`config.mk`:
```
export PLATFORM = sky130hd
export DESIGN_NAME = binning_2x2_ctrl
export DESIGN_NICKNAME = d
export VERILOG_FILES = /design/src/rtl/binning_2x2_ctrl.sv
export SDC_FILE = /design/constraint.sdc
export NUM_CORES = 1
export LEC_CHECK = 0
export CAP_MARGIN = 20
export CELL_PAD_IN_SITES_DETAIL_PLACEMENT = 1
export CELL_PAD_IN_SITES_GLOBAL_PLACEMENT = 1
export CORE_MARGIN = 3
export CORE_UTILIZATION = 30
export CTS_BUF_LIST = sky130_fd_sc_hd__clkbuf_16
export DETAILED_ROUTE_END_ITERATION = 10
export GPL_TIMING_DRIVEN = 1
export PLACE_DENSITY_LB_ADDON = 0.1
export SETUP_SLACK_MARGIN = 0.1
export SYNTH_ARGS = -nofsm -noshare
export SYNTH_HDL_FRONTEND = slang
export SYNTH_SLANG_ARGS = --single-unit
```
`constraint.sdc`:
```
create_clock -name clk -period 5.7 [get_ports clk]
set_clock_uncertainty 0.2 [all_clocks]
set_input_delay 0.57 -clock clk [delete_from_list [all_inputs] [get_ports clk]]
set_output_delay 0.57 -clock clk [all_outputs]
set_load 0.005 [all_outputs]
```
`src/rtl/binning_2x2_ctrl.sv`:
```
// Frame-synchronous front-end for binning_2x2: gates the video stream,
// applies shadowed config at frame start, measures geometry, flags errors.
module binning_2x2_ctrl #(
    parameter int PIXEL_WIDTH     = 8,
    parameter int LINE_SIZE_MAX   = 4096,
    parameter int FRAME_LINES_MAX = 4096,
    parameter bit DEFAULT_EN      = 1'b1,
    parameter bit DEFAULT_BYPASS  = 1'b0,
    localparam int PW = $clog2(LINE_SIZE_MAX + 1),
    localparam int LW = $clog2(FRAME_LINES_MAX + 1)
) (
    input  logic                   clk,
    input  logic                   rst,
    input  logic                   cfg_wr_i,
    input  logic                   cfg_en_i,
    input  logic                   cfg_bypass_i,
    output logic                   cfg_pending_o,
    output logic                   cfg_ack_o,
    input  logic                   err_clr_i,
    input  logic [PIXEL_WIDTH-1:0] di_i,
    input  logic                   de_i,
    input  logic                   hs_i,
    input  logic                   vs_i,
    output logic [PIXEL_WIDTH-1:0] do_o,
    output logic                   de_o,
    output logic                   hs_o,
    output logic                   vs_o,
    output logic                   bypass_o,
    output logic                   frame_start_o,
    output logic                   frame_end_o,
    output logic                   meas_vld_o,
    output logic [PW-1:0]          width_o,
    output logic [LW-1:0]          height_o,
    output logic [15:0]            frame_cnt_o,
    output logic [2:0]             err_o
);

    typedef enum logic [1:0] {
        S_SYNC   = 2'd0,
        S_VBLANK = 2'd1,
        S_FRAME  = 2'd2
    } state_t;

    localparam logic [PW-1:0] PIX_MAX  = PW'(LINE_SIZE_MAX);
    localparam logic [LW-1:0] LINE_MAX = LW'(FRAME_LINES_MAX);

    state_t state, state_nxt;

    logic vs_d, de_d;
    logic vs_rise, vs_fall, line_end;

    logic en_act;
    logic shadow_en, shadow_bypass, pending;

    logic apply, start, fend, en_eff;

    logic [PW-1:0] pix_cnt, pix_nxt, ref_w, ref_nxt;
    logic [LW-1:0] line_cnt, line_inc, lines_nxt;
    logic in_frame, pix_sat, ovf, line_close, first_line, mism, odd;
    logic [2:0] err_new;

    assign vs_rise  = vs_i & ~vs_d;
    assign vs_fall  = ~vs_i & vs_d;
    assign line_end = ~de_i & de_d;

    assign cfg_pending_o = pending;

    // Edge-detect history for vs/de
    always_ff @(posedge clk or posedge rst) begin
        if (rst) begin
            vs_d <= 1'b0;
            de_d <= 1'b0;
        end else begin
            vs_d <= vs_i;
            de_d <= de_i;
        end
    end

    // FSM state register
    always_ff @(posedge clk or posedge rst) begin
        if (rst) state <= S_SYNC;
        else     state <= state_nxt;
    end

    // FSM next state, frame events and effective enable
    always_comb begin
        state_nxt = state;
        apply     = 1'b0;
        start     = 1'b0;
        fend      = 1'b0;
        en_eff    = en_act;
        unique case (state)
            S_SYNC: begin
                en_eff = 1'b0;
                if (!vs_i) state_nxt = S_VBLANK;
            end
            S_VBLANK: begin
                if (vs_rise) begin
                    state_nxt = S_FRAME;
                    start     = 1'b1;
                    apply     = pending;
                    if (pending) en_eff = shadow_en;
                end
            end
            S_FRAME: begin
                if (vs_fall) begin
                    state_nxt = S_VBLANK;
                    fend      = 1'b1;
                end
            end
            default: begin
                state_nxt = S_SYNC;
                en_eff    = 1'b0;
            end
        endcase
    end

    // Shadow config capture and frame-start apply
    always_ff @(posedge clk or posedge rst) begin
        if (rst) begin
            shadow_en     <= DEFAULT_EN;
            shadow_bypass <= DEFAULT_BYPASS;
            pending       <= 1'b0;
            en_act        <= DEFAULT_EN;
            bypass_o      <= DEFAULT_BYPASS;
            cfg_ack_o     <= 1'b0;
        end else begin
            cfg_ack_o <= apply;
            if (apply) begin
                en_act   <= shadow_en;
                bypass_o <= shadow_bypass;
            end
            if (cfg_wr_i) begin
                shadow_en     <= cfg_en_i;
                shadow_bypass <= cfg_bypass_i;
                pending       <= 1'b1;
            end else if (apply) begin
                pending <= 1'b0;
            end
        end
    end

    // Gated, one-cycle-delayed stream towards the filter
    always_ff @(posedge clk or posedge rst) begin
        if (rst) begin
            do_o <= '0;
            de_o <= 1'b0;
            hs_o <= 1'b1;
            vs_o <= 1'b0;
        end else begin
            do_o <= di_i;
            de_o <= de_i & en_eff;
            vs_o <= vs_i & en_eff;
            hs_o <= hs_i | ~en_eff;
        end
    end

    // Geometry counting and error detection for the current cycle
    always_comb begin
        in_frame   = (state == S_FRAME);
        pix_sat    = (pix_cnt == PIX_MAX);
        pix_nxt    = pix_cnt;
        if (in_frame && de_i && !pix_sat) pix_nxt = pix_cnt + PW'(1);
        ovf        = in_frame & de_i & pix_sat;
        line_close = in_frame &
                     (line_end | (vs_fall & (pix_nxt != '0)));
        line_inc   = (line_cnt == LINE_MAX) ? line_cnt
                                            : line_cnt + LW'(1);
        lines_nxt  = line_close ? line_inc : line_cnt;
        first_line = (line_cnt == '0);
        ref_nxt    = (line_close && first_line) ? pix_nxt : ref_w;
        mism       = line_close & ~first_line & (pix_nxt != ref_w);
        odd        = fend & (ref_nxt[0] | lines_nxt[0]);
        err_new    = {odd, ovf, mism};
    end

    // Per-frame pixel/line counters, cleared at frame start
    always_ff @(posedge clk or posedge rst) begin
        if (rst) begin
            pix_cnt  <= '0;
            line_cnt <= '0;
            ref_w    <= '0;
        end else if (start) begin
            pix_cnt  <= '0;
            line_cnt <= '0;
            ref_w    <= '0;
        end else if (in_frame) begin
            pix_cnt  <= line_close ? '0 : pix_nxt;
            line_cnt <= lines_nxt;
            ref_w    <= ref_nxt;
        end
    end

    // Frame pulses, measurement latch and frame counter
    always_ff @(posedge clk or posedge rst) begin
        if (rst) begin
            frame_start_o <= 1'b0;
            frame_end_o   <= 1'b0;
            meas_vld_o    <= 1'b0;
            width_o       <= '0;
            height_o      <= '0;
            frame_cnt_o   <= '0;
        end else begin
            frame_start_o <= start;
            frame_end_o   <= fend;
            meas_vld_o    <= fend;
            if (fend) begin
                width_o     <= ref_nxt;
                height_o    <= lines_nxt;
                frame_cnt_o <= frame_cnt_o + 16'd1;
            end
        end
    end

    // Sticky errors; a fresh error beats a simultaneous clear
    always_ff @(posedge clk or posedge rst) begin
        if (rst) err_o <= '0;
        else     err_o <= (err_clr_i ? 3'b000 : err_o) | err_new;
    end

endmodule
```
## Yosys cells after proc, flatten, opt, wreduce, memory -nomap -nowiden

Index checks and enable logic that the tools add are counted.

| storage, ports and cells | value |
|---|---|
| register bits after elaboration | 107 |
| word-level logic and storage cells | 91 |

| cells by class | value |
|---|---|
| add/subtract/negate cells | 3 |
| eq/ne operators | 8 |
| muxes and demuxes | 27 |
| bitwise operators | 21 |
| reductions and logical operators | 10 |

Operators with widths:

| cell | number |
|---|---|
| 2-to-1 mux 13 bit | 11 |
| adder 13 x 1 -> 13 bit (second input constant) | 2 |
| equality test 13 bit (second input constant) | 2 |
| adder 16 x 1 -> 16 bit (second input constant) | 1 |
| logical NOT 13 bit | 1 |
| != test 13 bit | 1 |
| nonzero test 13 bit | 1 |
| bitwise AND 1 bit | 12 |
| 2-to-1 mux 1 bit | 10 |
| 2-to-1 mux 2 bit | 3 |
| != test 2 bit (second input constant) | 3 |
| one-hot mux 2 bit (3 select lines) | 1 |
| inverter 1 bit | 5 |
| nonzero test 2 bit | 2 |
| logical AND 1 bit | 3 |
| 2-to-1 mux 3 bit | 1 |
| OR 1 bit | 3 |
| OR 3 bit | 1 |
| AND reduction 3 bit | 1 |
| equality test 2 x 1 -> 1 bit (second input constant) | 1 |
| equality test 2 bit (second input constant) | 1 |
| logical NOT 2 bit | 1 |
| one-hot mux 1 bit (2 select lines) | 1 |
| logical NOT 1 bit | 1 |

## Longest topological paths before layout

Gate-level depths: netlist (run 1).

| depth | value |
|---|---|
| depth in word-level cells | 13 |
| mapped depth | 13 |
| gate-level depth less buffers | 10 |

## Least setup slack after synthesis (run 1)

No wires, ideal clock.

| timing | value |
|---|---|
| kind | flip-flop to flip-flop |
| start point | register pix_cnt[0] |
| end point | register width_o[1] |
| library setup time | 133 ps |
| arrival time | 2653 ps |
| data required time | 5367 ps |
| setup slack | 2714 ps |
| cell stages (with the launch flop) | 13 |
| buffers on the path | 2 |
| clock period less this slack | 2986 ps |
| path through | dfrtp_1 clkbuf_1 inv_1 ha_1 nor2b_1 a41oi_1 nor3_1 o21ai_1 nor3_2 nor3_1 buf_2 mux2i_1 o21ai_0 |

| on the way | value |
|---|---|
| cells in the longest elaborated chain, start to end | 10 |
| elaborated cells on any way between the ends | 11 |
| those cells by class | add/sub: 1; eq/ne: 1; mux: 2; bitwise: 3; reduce/logical: 4 |

RTL lines:

| what | line | source |
|---|---|---|
| start: declaration | 57 | `logic [PW-1:0] pix_cnt, pix_nxt, ref_w, ref_nxt;` |
| start signal: assignment | 188 | `pix_cnt <= line_close ? '0 : pix_nxt;` |
| branches (longest 3 deep; another with adder 13 x 1 -> 13 bit) | n/a |  |
| 2-to-1 mux 13 bit * | 163 | `if (in_frame && de_i && !pix_sat) pix_nxt = pix_cnt + PW'(1);` |
| nonzero test 13 bit | 166 | `(line_end \| (vs_fall & (pix_nxt != '0)));` |
| bitwise AND 1 bit | 166 |  |
| OR 1 bit | 166 |  |
| bitwise AND 1 bit | 165 | `line_close = in_frame &` |
| logical AND 1 bit | 171 | `ref_nxt = (line_close && first_line) ? pix_nxt : ref_w;` |
| 2-to-1 mux 13 bit * | 171 |  |
| end signal: assignment | 208 | `width_o <= ref_nxt;` |
| end: declaration | 32 | `output logic [PW-1:0] width_o,` |

Mark *: on every way between the ends.
A chain may end at the register's enable or synchronous reset.

## Worst setup path in the final report (run 1)

| timing | value |
|---|---|
| start point | register state[0] |
| end point | register pix_cnt[0] |

| on the way | value |
|---|---|
| cells in the longest elaborated chain, start to end | 11 |
| elaborated cells on any way between the ends | 14 |
| those cells by class | eq/ne: 2; mux: 5; bitwise: 3; reduce/logical: 4 |

RTL lines:

| what | line | source |
|---|---|---|
| start: declaration | 47 | `state_t state, state_nxt;` |
| start signal: assignment | 82 | `else state <= state_nxt;` |
| equality test 2 bit | 160 | `in_frame = (state == S_FRAME);` |
| logical AND 1 bit (2 in series) | 163 |  |
| 2-to-1 mux 13 bit | 163 |  |
| nonzero test 13 bit | 166 |  |
| bitwise AND 1 bit | 166 |  |
| OR 1 bit | 166 |  |
| bitwise AND 1 bit | 165 |  |
| 2-to-1 mux 13 bit | 188 |  |
| 2-to-1 mux 13 bit | 187 | `end else if (in_frame) begin` |
| 2-to-1 mux 13 bit | 183 | `end else if (start) begin` |

Parallel ways exist; a longest one is shown, timed or not. The select of a mux whose other input is x is not followed.

==> flow_metrics.tcl, run 1 <==
set metrics [dict create \
    status "completed" \
    grt_overflow_total 0 \
    holdBufCountCts 0 \
    io_buffer_count 78 \
    final_cells 801 \
    placed_cells 785 \
    setup_tns_ns 0 \
    synth_area_um2 5110 \
    peakVddDrop_uv 155 \
    rsz0062_at_grt "false" \
    reg2reg_depth 11 \
    cp-start-kind "flip-flop" \
    syn_inst 510 \
    areaGrowthSynthToFinish_pct 25.0 \
    drtPass1Iterations 4 \
    crit_type "reg2reg" \
    htreeDepth 3 \
    synth-main-ff-cell "dfrtp_1" \
    multi_input_area_um2 2240 \
    clockBufferDepth 2 \
    startpoint "state[0]" \
    crit_path_end_kind "flip-flop" \
    fp.dieH_um 136 \
    final_area_um2 6380 \
    fmax_ghz 0.247 \
    final_layout_size_suffix_gt1_share_pct 6.20 \
    ctsRootBufferMaster "clkbuf_16" \
    crit_required_ns 5.78 \
    clock_latency_ns 0.35 \
    setup_viol 0 \
    worst_pin_slew_ns 0.936 \
    cts.clk_slew.worst_paths_ns 0.07 \
    rows 47 \
    crit_chain "inv_1 > ha_1 > nand3_1 > nor2_1 > xor2_1 > or4_1 > nor3_2 > buf_4 > o21bai_1 > or3_1 > mux2i_1" \
    avgViaCountPerCell 4.96 \
    num_vias 3973 \
    synth-seq-cells 107 \
    grt_max_degree 74 \
    synthTopCellsByCount "104 x dfrtp_1, 63 x nand2_1, 46 x nor2_1" \
    power.density_nw_per_um2 291 \
    design.core.area_um2 16600 \
    slew_viol_final 0 \
    dieArea_um2 18600 \
    ys_warn_count 0 \
    synth_edf_count 0 \
    antennaDiodeCount 0 \
    rrSetupSlack_ns 1.66 \
    cpMaxStageDelayCell "ha_1" \
    async_flop_share_pct 100 \
    grt_pass1_vias 4304 \
    route.detailed.drc 0 \
    post-route-period-util_pct 71.0 \
    synth.distinct_cells 53 \
    synth.avg_cell_area_um2 10.0 \
    initial_core_util_pct 30.7 \
    first_iter_violations 201 \
    worstReg2RegStart "state[0]" \
    routabilityCongestion 0.801 \
    post_cts_buffers 0 \
    cpLargestDelayFamily "simple AND/OR/NAND/NOR gates" \
    regArea_um2 2680 \
    yosysMostFrequentCell "dfrtp_1" \
    routedWlPerCell_um 16.8 \
    cts_tree "yes" \
    antenna_found_initial 0 \
    wl_um 13500 \
    hp-class "reg2reg" \
    whs_path_depth 2 \
    maxCapViolations 0 \
    slew_headroom_pct 37.6 \
    worst-path-buf-inv 2 \
    finalCriticalPeriod_ns 4.04 \
    syn-num-nets 536 \
    grt_util_all_layers_pct 15.7 \
    place_area_um2 6090 \
    cts_buffers 9 \
    cts-resized-gates 0 \
    hold-path-endpoint "en_act" \
    yosysSeqAreaShare_pct 52.5 \
    total_power_uw 1860 \
    path_max_fanout 21 \
    boundaryPins 79 \
    synthTopCellsByArea "dfrtp_1 51%, xnor2_1 7.0%, nand2_1 4.6%" \
    die_width_um 136 \
    hold_ws_ns 0.265 \
    min-delay-start "en_act" \
    fin_nets 602 \
    critPathArrivalTime_ns 4.12 \
    nFillCells 1868 \
    synth_area_leader_cell "dfrtp_1" \
    r2r_end "pix_cnt[0]" \
    grt_pass1_wl_um 22900 \
    postRouteAntennaNets 0 \
    p_leak_uw 0.00268 \
    hpwl_um 9840 \
    yosysTopAreaCellShare_pct 51.0 \
    cpPeakStageDelay_ns 0.61 \
    cts_sinks 107 \
    finalHoldViolCount 0 \
]
-- registers in the layout, indices dropped and copies added (netlist names) --
register	flops
frame_cnt_o	16
height_o	13
line_cnt	13
pix_cnt	13
ref_w	13
width_o	13
do_o	8
err_o	3
state	2
bypass_o	1
cfg_ack_o	1
cfg_pending_o	1
de_d	1
de_o	1
en_act	1
frame_start_o	1
hs_o	1
meas_vld_o	1
shadow_bypass	1
shadow_en	1
vs_d	1
vs_o	1
-- worst max path at each step --
stage | depth (start not counted) | slack, ns | endpoint
floorplan | 1 | 2.12 | bypass_o
global placement | 10 | 1.64 | pix_cnt[0]
detailed placement | 10 | 1.58 | pix_cnt[0]
CTS | 11 | 1.68 | pix_cnt[0]
global route | 11 | 1.33 | pix_cnt[0]
finish | 11 | 1.66 | pix_cnt[0]
-- power breakdown --
group / internal, uW / total, uW / switching (uW)
logic: 154 / 368 / 215
clock network: 341 / 631 / 291
registers: 812 / 855 / 43.0
total: 1310 / 1860 / 549
-- cells in the final DEF (no fill, tap or decap), types with 3 or more instances in the layout --
master / n
nand2_1: 63
nor3_2: 3
o2bb2ai_1: 5
dfrtp_1: 104
dfstp_2: 3
a22o_1: 3
nand4_1: 17
nor2_1: 46
xor2_1: 13
clkbuf_16: 9
o21ai_0: 32
nor3_1: 20
buf_4: 6
mux2_2: 5
clkdlybuf4s50_1: 78
mux2i_1: 8
nor4_1: 6
inv_1: 15
a211oi_1: 7
nor3b_1: 5
ha_1: 9
or4_1: 3
nor4b_1: 3
or2_2: 3
and4_1: 6
and3_1: 9
nand3_1: 12
a21oi_1: 5
xnor2_1: 41
and2_1: 4
-- kinds of logic after synthesis --
family          Yosys count  synth area share [%]
compound gates           74                  9.41
xor+xnor                 54                  9.26
fa+ha+maj                 9                  2.20
buf+inv                  45                  3.65
flops                   107                  52.5
mux                      13                  2.67
simple gates            208                  20.3
-- layout make-up --
type                    count  area share (%)
inverters                  16           0.980
multi-input cells         358            35.2
clock buffers               9            3.53
clock inverters             7            1.08
well taps                 220            4.31
repair buffers             84            12.9
flip-flops and latches    107            42.0
-- worst register-to-register path, stage by stage (launching register included) --
cell      delay (ns)
dfrtp_1         0.42
inv_1           0.10
ha_1            0.61
nand3_1         0.35
nor2_1          0.21
xor2_1          0.15
or4_1           0.55
nor3_2          0.20
buf_4           0.27
o21bai_1        0.34
or3_1           0.44
mux2i_1         0.14
-- per-stage QoR --
stage | worst slack (ns) | utilization (%)
6_report | 1.66 | 38.4
5_1_grt | 1.33 | 38.4
4_1_cts | 1.68 | 38.4
3_5_place_dp | 1.58 | 36.6
3_3_place_gp | 1.64 | 36.6
2_1_floorplan | 2.12 | -
-- routing by layer --
layer  vias to the layer above  part of all wire, %  GRT usage [%]
met3                        12                  2.9           2.78
li1                       1902                    -              -
met1                      2009                   45           20.6
met5                         -                    0              0
met4                         0                  1.5           4.48
met2                        50                   51           26.4
No activity file was read; power rests on OpenSTA's default activity.
==> run 2, diff against run 1 <==
==> constraint.sdc (replaced) <==
create_clock -name clk -period 3.5 [get_ports clk]
set_clock_uncertainty 0.2 [all_clocks]
set_input_delay 0.35 -clock clk [delete_from_list [all_inputs] [get_ports clk]]
set_output_delay 0.35 -clock clk [all_outputs]
set_load 0.005 [all_outputs]
==> run 2 against run 1 <==
  * Power rose by 67%
  * Combinational power grew 85%
  * Core utilization up 1.8 points
  * Largest cell class unchanged
==> flow_metrics.tcl, run 2 (synthesis results as in run 1) <==
set metrics [dict create \
    status "completed" \
    crit_required_ns 3.57 \
    total_power_uw 3100 \
    antenna_found_initial 0 \
    wl_um 14000 \
    cpPeakStageDelay_ns 0.56 \
    final_layout_size_suffix_gt1_share_pct 11.9 \
    rrSetupSlack_ns 0.35 \
    setup_viol 0 \
    drtPass1Iterations 4 \
    grt_max_degree 54 \
    startpoint "state[0]" \
    use_met3_pct 2.41 \
    finalCriticalPeriod_ns 3.15 \
    routedWlPerCell_um 16.8 \
    rsz0062_at_grt "false" \
    dieArea_um2 18600 \
    busiest_layer "met2" \
    route.detailed.drc 0 \
    setup_tns_ns 0 \
    final_common_cell "dfrtp_1" \
    worst-path-buf-inv 3 \
    cp.depth 12 \
    routabilityCongestion 0.849 \
    clockBufferDepth 2 \
    antennaDiodeCount 0 \
    fmax_ghz 0.317 \
    areaGrowthSynthToFinish_pct 30.8 \
    finalHoldViolCount 0 \
    initial_core_util_pct 30.7 \
    post-route-period-util_pct 90.0 \
    crit_chain "inv_1 > ha_2 > buf_4 > nand3_1 > nor2_1 > xor2_1 > or4_1 > nor3_4 > buf_8 > or3_1 > mux2_2 > o221ai_1" \
    worst_pin_slew_ns 0.723 \
    hpwl_um 10500 \
    clock_latency_ns 0.35 \
    cp-start-kind "flip-flop" \
    gr-usage-met1_pct 20.8 \
    p_leak_uw 0.00287 \
    cts_sinks 107 \
    first_iter_violations 172 \
    power.density_nw_per_um2 464 \
    ctsRootBufferMaster "clkbuf_16" \
    die_width_um 136 \
    postRouteAntennaNets 0 \
    grt_pass1_wl_um 23300 \
    slew_headroom_pct 51.6 \
    crit_type "reg2reg" \
    fp.dieH_um 136 \
    grtUsageMet2_pct 26.4 \
    design.core.area_um2 16600 \
    crit_path_end_kind "flip-flop" \
    hold-path-endpoint "do_o[1]" \
    grt_overflow_total 0 \
    cts_tree "yes" \
    io_buffer_count 78 \
    htreeDepth 3 \
    avgViaCountPerCell 4.95 \
    fin_nets 637 \
    r2r_end "err_o[2]" \
    min-delay-start "di_i[1]" \
    cts_buffers 9 \
    grt_util_all_layers_pct 15.9 \
    rows 47 \
    hp-class "in2reg" \
    whs_path_depth 1 \
    mostFrequentLayoutCells "104 x dfrtp_1, 78 x clkdlybuf4s50_1, 63 x nand2_1" \
    cpMaxStageDelayCell "or4_1" \
    maxCapViolations 0 \
    cts.clk_slew.worst_paths_ns 0.07 \
    worstReg2RegStart "state[0]" \
    boundaryPins 79 \
    path_max_fanout 20 \
    largest_reg_flops 16 \
    critPathArrivalTime_ns 3.22 \
    holdBufCountCts 0 \
    reg2reg_depth 12 \
    grt_pass1_vias 4378 \
    cpLargestDelayFamily "simple AND/OR/NAND/NOR gates" \
    num_vias 4137 \
    largest-register "frame_cnt_o" \
    peakVddDrop_uv 278 \
    slew_viol_final 0 \
    nFillCells 1864 \
]
-- run 2: worst max path at each step --
stage,to,slack (ns)
2_1_floorplan,bypass_o,0.14
3_3_place_gp,ref_w[8],-0.14
3_5_place_dp,pix_cnt[0],-0.08
4_1_cts,pix_cnt[0],0.12
5_1_grt,pix_cnt[1],0.11
6_report,err_o[2],0.35
-- run 2: repair_timing --
action,4_1_cts,5_1_grt
setup endpoints to repair,0,28
setup buffers,0,0
gates resized for setup,0,5
-- run 2: final cells by class --
| type | count | area, um2 | area share (%) |
|---|---|---|---|
| flip-flops and latches | 107 | 2680 | 40.1 |
| clock buffers | 9 | 225 | 3.37 |
| clock inverters | 7 | 67.6 | 1.01 |
| inverters | 16 | 62.6 | 0.937 |
| well taps | 220 | 275 | 4.12 |
| multi-input cells | 358 | 2260 | 33.8 |
| repair buffers | 119 | 1110 | 16.7 |
-- run 2: stage by stage --
step | cell area, um2 | setup WS [ns] | std cells | hold WS, ns | util, %
3_5_place_dp | 6370 | -0.0819 | 820 | 0.259 | 38.3
5_1_grt | 6680 | 0.115 | 836 | 0.224 | 40.1
6_report | 6680 | 0.349 | 836 | 0.234 | 40.1
4_1_cts | 6660 | 0.117 | 836 | 0.216 | 40.0
2_1_floorplan | 5110 | 0.138 | 510 | 0.181 | -
3_3_place_gp | 6360 | -0.138 | 819 | 0.251 | 38.2
-- run 2: worst reg2reg max path, stage by stage, from the launching register on --
cell and delay [ns]:
dfrtp_1 0.38, inv_1 0.09, ha_2 0.25, buf_4 0.14, nand3_1 0.11, nor2_1 0.17, xor2_1 0.09, or4_1 0.56
nor3_4 0.21, buf_8 0.21, or3_1 0.21, mux2_2 0.38, o221ai_1 0.07
-- run 2: layer usage --
layer / part of all wire (%) / vias up
met2: 50 / 66
li1: - / 1970
met5: 0 / -
met3: 2.4 / 21
met4: 2.0 / 0
met1: 46 / 2080
-- run 2: power breakdown --
| group | total [uW] | switching [uW] | internal, uW |
|---|---|---|---|
| Sequential | 1390 | 65.0 | 1320 |
| Combinational | 680 | 377 | 303 |
| Clock | 1030 | 479 | 555 |
| Total | 3100 | 921 | 2180 |
==> run 3, diff against run 2 <==
--- a/config.mk
+++ b/config.mk
@@ -11,8 +11,10 @@
 export CORE_MARGIN = 3
 export CORE_UTILIZATION = 30
 export CTS_BUF_LIST = sky130_fd_sc_hd__clkbuf_16
+export CTS_CLUSTER_DIAMETER = 50
 export DETAILED_ROUTE_END_ITERATION = 10
 export GPL_TIMING_DRIVEN = 1
+export HOLD_SLACK_MARGIN = 0.12
 export PLACE_DENSITY_LB_ADDON = 0.1
 export SETUP_SLACK_MARGIN = 0.1
 export SYNTH_ARGS = -nofsm -noshare
==> results of run 3 <==
Same layout as run 2: the final DEF is identical, and so are final timing and power.
==> RTL edit 1, RTL diff (settings of run 1) <==
Register the output `frame_cnt_o` once more; this adds one clock of latency there. The other outputs are not delayed to match.
--- a/src/rtl/binning_2x2_ctrl.sv
+++ b/src/rtl/binning_2x2_ctrl.sv
@@ -45,4 +45,6 @@
     localparam logic [LW-1:0] LINE_MAX = LW'(FRAME_LINES_MAX);
 
+    logic [15:0] frame_cnt_s0;
+
     state_t state, state_nxt;
 
@@ -200,5 +202,5 @@
             width_o       <= '0;
             height_o      <= '0;
-            frame_cnt_o   <= '0;
+            frame_cnt_s0  <= '0;
         end else begin
             frame_start_o <= start;
@@ -208,5 +210,5 @@
                 width_o     <= ref_nxt;
                 height_o    <= lines_nxt;
-                frame_cnt_o <= frame_cnt_o + 16'd1;
+                frame_cnt_s0 <= frame_cnt_s0 + 16'd1;
             end
         end
@@ -219,3 +221,7 @@
     end
 
+    always_ff @(posedge clk) begin
+        frame_cnt_o <= frame_cnt_s0;
+    end
+
 endmodule
Function: changed (Yosys sat finds a counterexample within 4 cycles, from zero or initial values and one cycle with rst high).
==> RTL edit 1 against run 1 <==
Setup slack improved by 0.042 ns. Final area rose by 12%. Largest power group is now clock. Critical path depth shrank 1. Power is 48% higher. Sequential cell count up 16. Routed wire length is 7.4% higher. Sequential share of layout area about the same. Critical path type unchanged. Synthesized area is 9.9% higher. Clock power increased by 70%.
==> RTL edit 1: results (changes against run 1) <==
- The met2 track utilization from global routing came to 0.237 (-0.0268).
- Clock distribution power: 1.07 mW (+70%)
- The net count after synthesis came to 553 (+3.2%).
* Power share of the sequential group: 0.376 (-0.085)
- Via count of the first global-routing pass: 4367 (+1.5%)
- The reg2reg setup slack was 1.70 ns (+0.04 ns).
- Maximum number of pins on one net before global-route repair: 70 (-5.4%)
- Async set or reset register ratio after synthesis: 0.870 (-0.130)
* Number of buffers created by CTS: 17 (+8)
- The share of final-layout standard cells stronger than drive strength 1 was 0.0993 (+0.0374).
* Global routing usage on met1: 0.205 (-0.00141)
- The count of cells along the worst hold path is 0 (-2).
- Max VDD drop: 182 µV (+17%)
- CTS H-Tree Depth: 4 (+1)
- The worst-path maximum fanout came to 23 (+9.5%).
* Post-synthesis share of cell area spent on full adders, half adders and majority gates: 0.0201 (-0.00199)
* Average routed wire per standard cell: 17.2 µm (+2.1%)
* Clock network latency to the later pin of the worst-skew pair: 0.42 ns (+0.07 ns)
- Routed wire length on met3: 562 µm (+42%)
- Hold WS: 0.174 ns (-0.0909 ns)
* Portion of the clock cycle consumed by the worst path in the final layout: 0.702 (-0.00736)
- By area the synthesized netlist is led by dfrtp_1, xnor2_1, dfxtp_1, nand2_1, mux2i_1.
- The final weighted congestion of routability-driven global placement was 0.779 (-2.7%).
- The fraction of power spent switching nets came to 0.335 (+0.0390).
- Complex-gate fraction of the synthesized area: 0.103 (+0.00912)
- Drt first-iter violations: 200 (-0.50%)
* Dpl cells: 811 (+3.3%)
- Length in cells of the worst reg-to-reg path: 10 (-1)
- In this run the critical register-to-register path is captured at width_o[12]$_DFFE_PP0P_.
- The detailed-placement wirelength estimate came to 10100 µm (+2.6%).
* Synth top cells by count: dfrtp_1, nand2_1, xnor2_1
- The mean post-synth cell area was 10.7 µm² (+6.4%).
- Via count of the routed design: 4127 (+3.9%)
- The run finished with clean final reports.
- The number of nets in the layout was 627 (+4.2%).
- DR vias/cell: 4.90 (-1.3%)
- The sequential fraction of the synthesis area came to 0.535 (+0.00967).
* Multiplexer share of the synthesized area: 0.0419 (+0.0152)
- The detailed-routed wire length on met2 is 6780 µm (-0.78%).
- The worst hold path begins at frame_cnt_s0[8]$_DFFE_PP0P_.
- The routed metal-1 wirelength came to 6980 µm (+15%).
==> RTL edit 1: cell count changes after synthesis, sizes merged, moves of 5 or more <==
cell | run 1 | this run
nand4 | 17 | 12
nor3 | 23 | 11
clkbuf | 20 | 15
dfxtp | 0 | 16
mux2i | 8 | 19
xnor2 | 41 | 46
o21ai | 34 | 29
a21oi | 5 | 18
nand2 | 63 | 55
nand3 | 12 | 17
==> RTL edit 1: final cells by class <==
type	instances	area, µm²	area share
timing repair buffer	82	811	0.114
inverter	20	77.6	0.0109
sequential	123	3000	0.420
tap	229	287	0.0401
multi-input combinational	357	2390	0.334
clock inverter	15	154	0.0215
clock buffer	17	425	0.0596
==> RTL edit 1: critical path: stages (launching register included) <==
cell       delay, ns
dfrtp_1         0.41
inv_1           0.10
ha_1            0.34
nand3_1         0.44
nor4_4          0.41
xor2_1          0.35
a2111oi_4       0.07
buf_4           0.25
a211oi_4        0.81
mux2_1          0.42
o21ai_1         0.12
==> RTL edit 2, RTL diff (flow settings as in run 1) <==
Made on the original files. The parameter `PIXEL_WIDTH` goes from 8 to 12.
--- a/src/rtl/binning_2x2_ctrl.sv
+++ b/src/rtl/binning_2x2_ctrl.sv
@@ -2,5 +2,5 @@
 // applies shadowed config at frame start, measures geometry, flags errors.
 module binning_2x2_ctrl #(
-    parameter int PIXEL_WIDTH     = 8,
+    parameter int PIXEL_WIDTH     = 12,
     parameter int LINE_SIZE_MAX   = 4096,
     parameter int FRAME_LINES_MAX = 4096,
Interface: changed (resized di_i and do_o); port bits go from 79 to 87. The function was not compared with the original's and may differ.
==> RTL edit 2 against run 1 <==
Routed wire length up 18%. Power up 10%. Combinational power up 33%. Final area up 8.9%. Count of clock-buffer cells in the layout unchanged. Clock power about the same. Sequential cell count up 4. Critical path depth down 2. Global-route usage up 0.39 points. Setup slack worse by 0.21 ns. Synthesized area up 10%. Non-clock buffer count up 7. Critical endpoint is now width_o[0]$_DFFE_PP0P_. Largest cell class unchanged.
==> RTL edit 2: results (changes against run 1) <==
- The flow ran to the end, and the final reports show no timing, DRC or antenna violations.
- Final HPWL DP: 11500 µm (+17%)
- The global routing usage summed across all routing layers came to 0.160 (+0.00386).
- After synthesis, the most frequently instantiated cells are dfrtp_1, nand2_1, nor2_1.
* Post-synthesis instance total: 575 (+13%)
- The final weighted congestion of routability-driven global placement came to 0.823 (+2.7%).
- The met2 track utilization from global routing came to 0.264 (+0.000377).
- The overall via count from detail_route came to 4509 (+13%).
- The maximum cell stage delay along the critical path was 0.72 ns (+0.11 ns).
* Largest cells by area after synthesis: dfrtp_1, xnor2_1, nand2_1, nor2_1, o21ai_0
- Flop-to-flop setup slack: 1.45 ns (-0.21 ns)
- Number of buffer cells added on primary ports: 86 (+10%)
- Wire length after detailed routing: 16000 µm (+18%)
- Number of fill cells in the layout: 2042 (+9.3%)
- The first-pass GRT wire length was 26500 µm (+16%).
* Final standard cell count with taps included and fillers excluded: 878 (+9.6%)
- Clock transition at the registers of the reported paths: 0.08 ns
- Met3 global-route usage: 0.0345 (+0.00674)
- Capturing element of the worst setup path: width_o[0]$_DFFE_PP0P_
- Arrival time at the worst endpoint: 4.32 ns (+0.20 ns)
- Drt first-iter violations: 296 (+47%)
* Slew headroom: 0.297 (-0.0789)
* Switching power summed over all nets: 669 µW (+22%)
- Worst Path Max Fanout: 14 (-33%)
- Share of cells above drive strength 1: 0.0817 (+0.0197)
- The number of nets in the layout came to 674 (+12%).
- Maximum number of pins on one net before global-route repair: 75 (+1.4%)
* Max VDD drop: 176 µV (+13%)
* Length in cells of the worst reg-to-reg path: 9 (-2)
- Post-synthesis sequential area ratio: 0.493 (-0.0318)
- The number of different library cells in the post-synthesis netlist was 67 (+26%).
* Slowest stage cell on the critical path: o21ai_2
- Global routing usage on met1: 0.212 (+0.00613)
- The net count after synthesis is 605 (+13%).
* Cell leakage power: 2.80 nW (+4.4%)
* Dpl cells: 861 (+9.7%)
## RTL edit 2: power by group through the flow
stage | Combinational [mW] | Sequential, mW | Clock [mW]
after floorplan | 0.293 | 0.929 | 0
after global placement | 0.479 | 0.939 | 0
after detailed placement | 0.493 | 0.942 | 0
after CTS | 0.496 | 0.928 | 0.657
after global routing | 0.544 | 0.938 | 0.687
final | 0.488 | 0.926 | 0.629
## RTL edit 2: kinds of logic after synthesis
family	count (synthesis)	share of synthesized area
and+or+nand+nor	216	0.193
AOI/OAI and AO/OA	128	0.157
DFF	111	0.493
buffers and inverters	52	0.0422
xor gates and xnor gates	50	0.0777
muxes	9	0.0166
adders and majority gates	9	0.0200
## RTL edit 2: per-layer routing
| metal | share of wire | wire (µm) | vias up |
|---|---|---|---|
| met3 | 0.047 | 748 | 14 |
| met2 | 0.46 | 7420 | 105 |
| met5 | 0 | 0 | - |
| met1 | 0.47 | 7560 | 2244 |
| met4 | 0.015 | 240 | 0 |
| li1 | - | - | 2146 |
## RTL edit 2: layout make-up
cell class,instances,area share
clock buffers,9,0.0324
clock inverters,7,0.00864
inverters,19,0.0106
multi-input cells,412,0.377
flip-flops and latches,111,0.400
well taps,229,0.0412
repair buffers,91,0.130
## RTL edit 2: stage by stage
stage	setup WS (ns)	power [mW]	instance area (µm²)	hold WS [ns]
after detailed placement	1.33	1.43	6650	0.252
after global placement	1.55	1.42	6650	0.251
after global routing	1.11	2.17	6950	0.294
after CTS	1.41	2.08	6940	0.265
final	1.45	2.04	6950	0.261
after floorplan	2.00	1.22	5640	0.237
## RTL edit 2: worst min-delay path: cells and delay by family, from the launching register on
family | cells | cell delay, ns
DFF | 1 | 0.37
and+or+nand+nor | 2 | 0.09
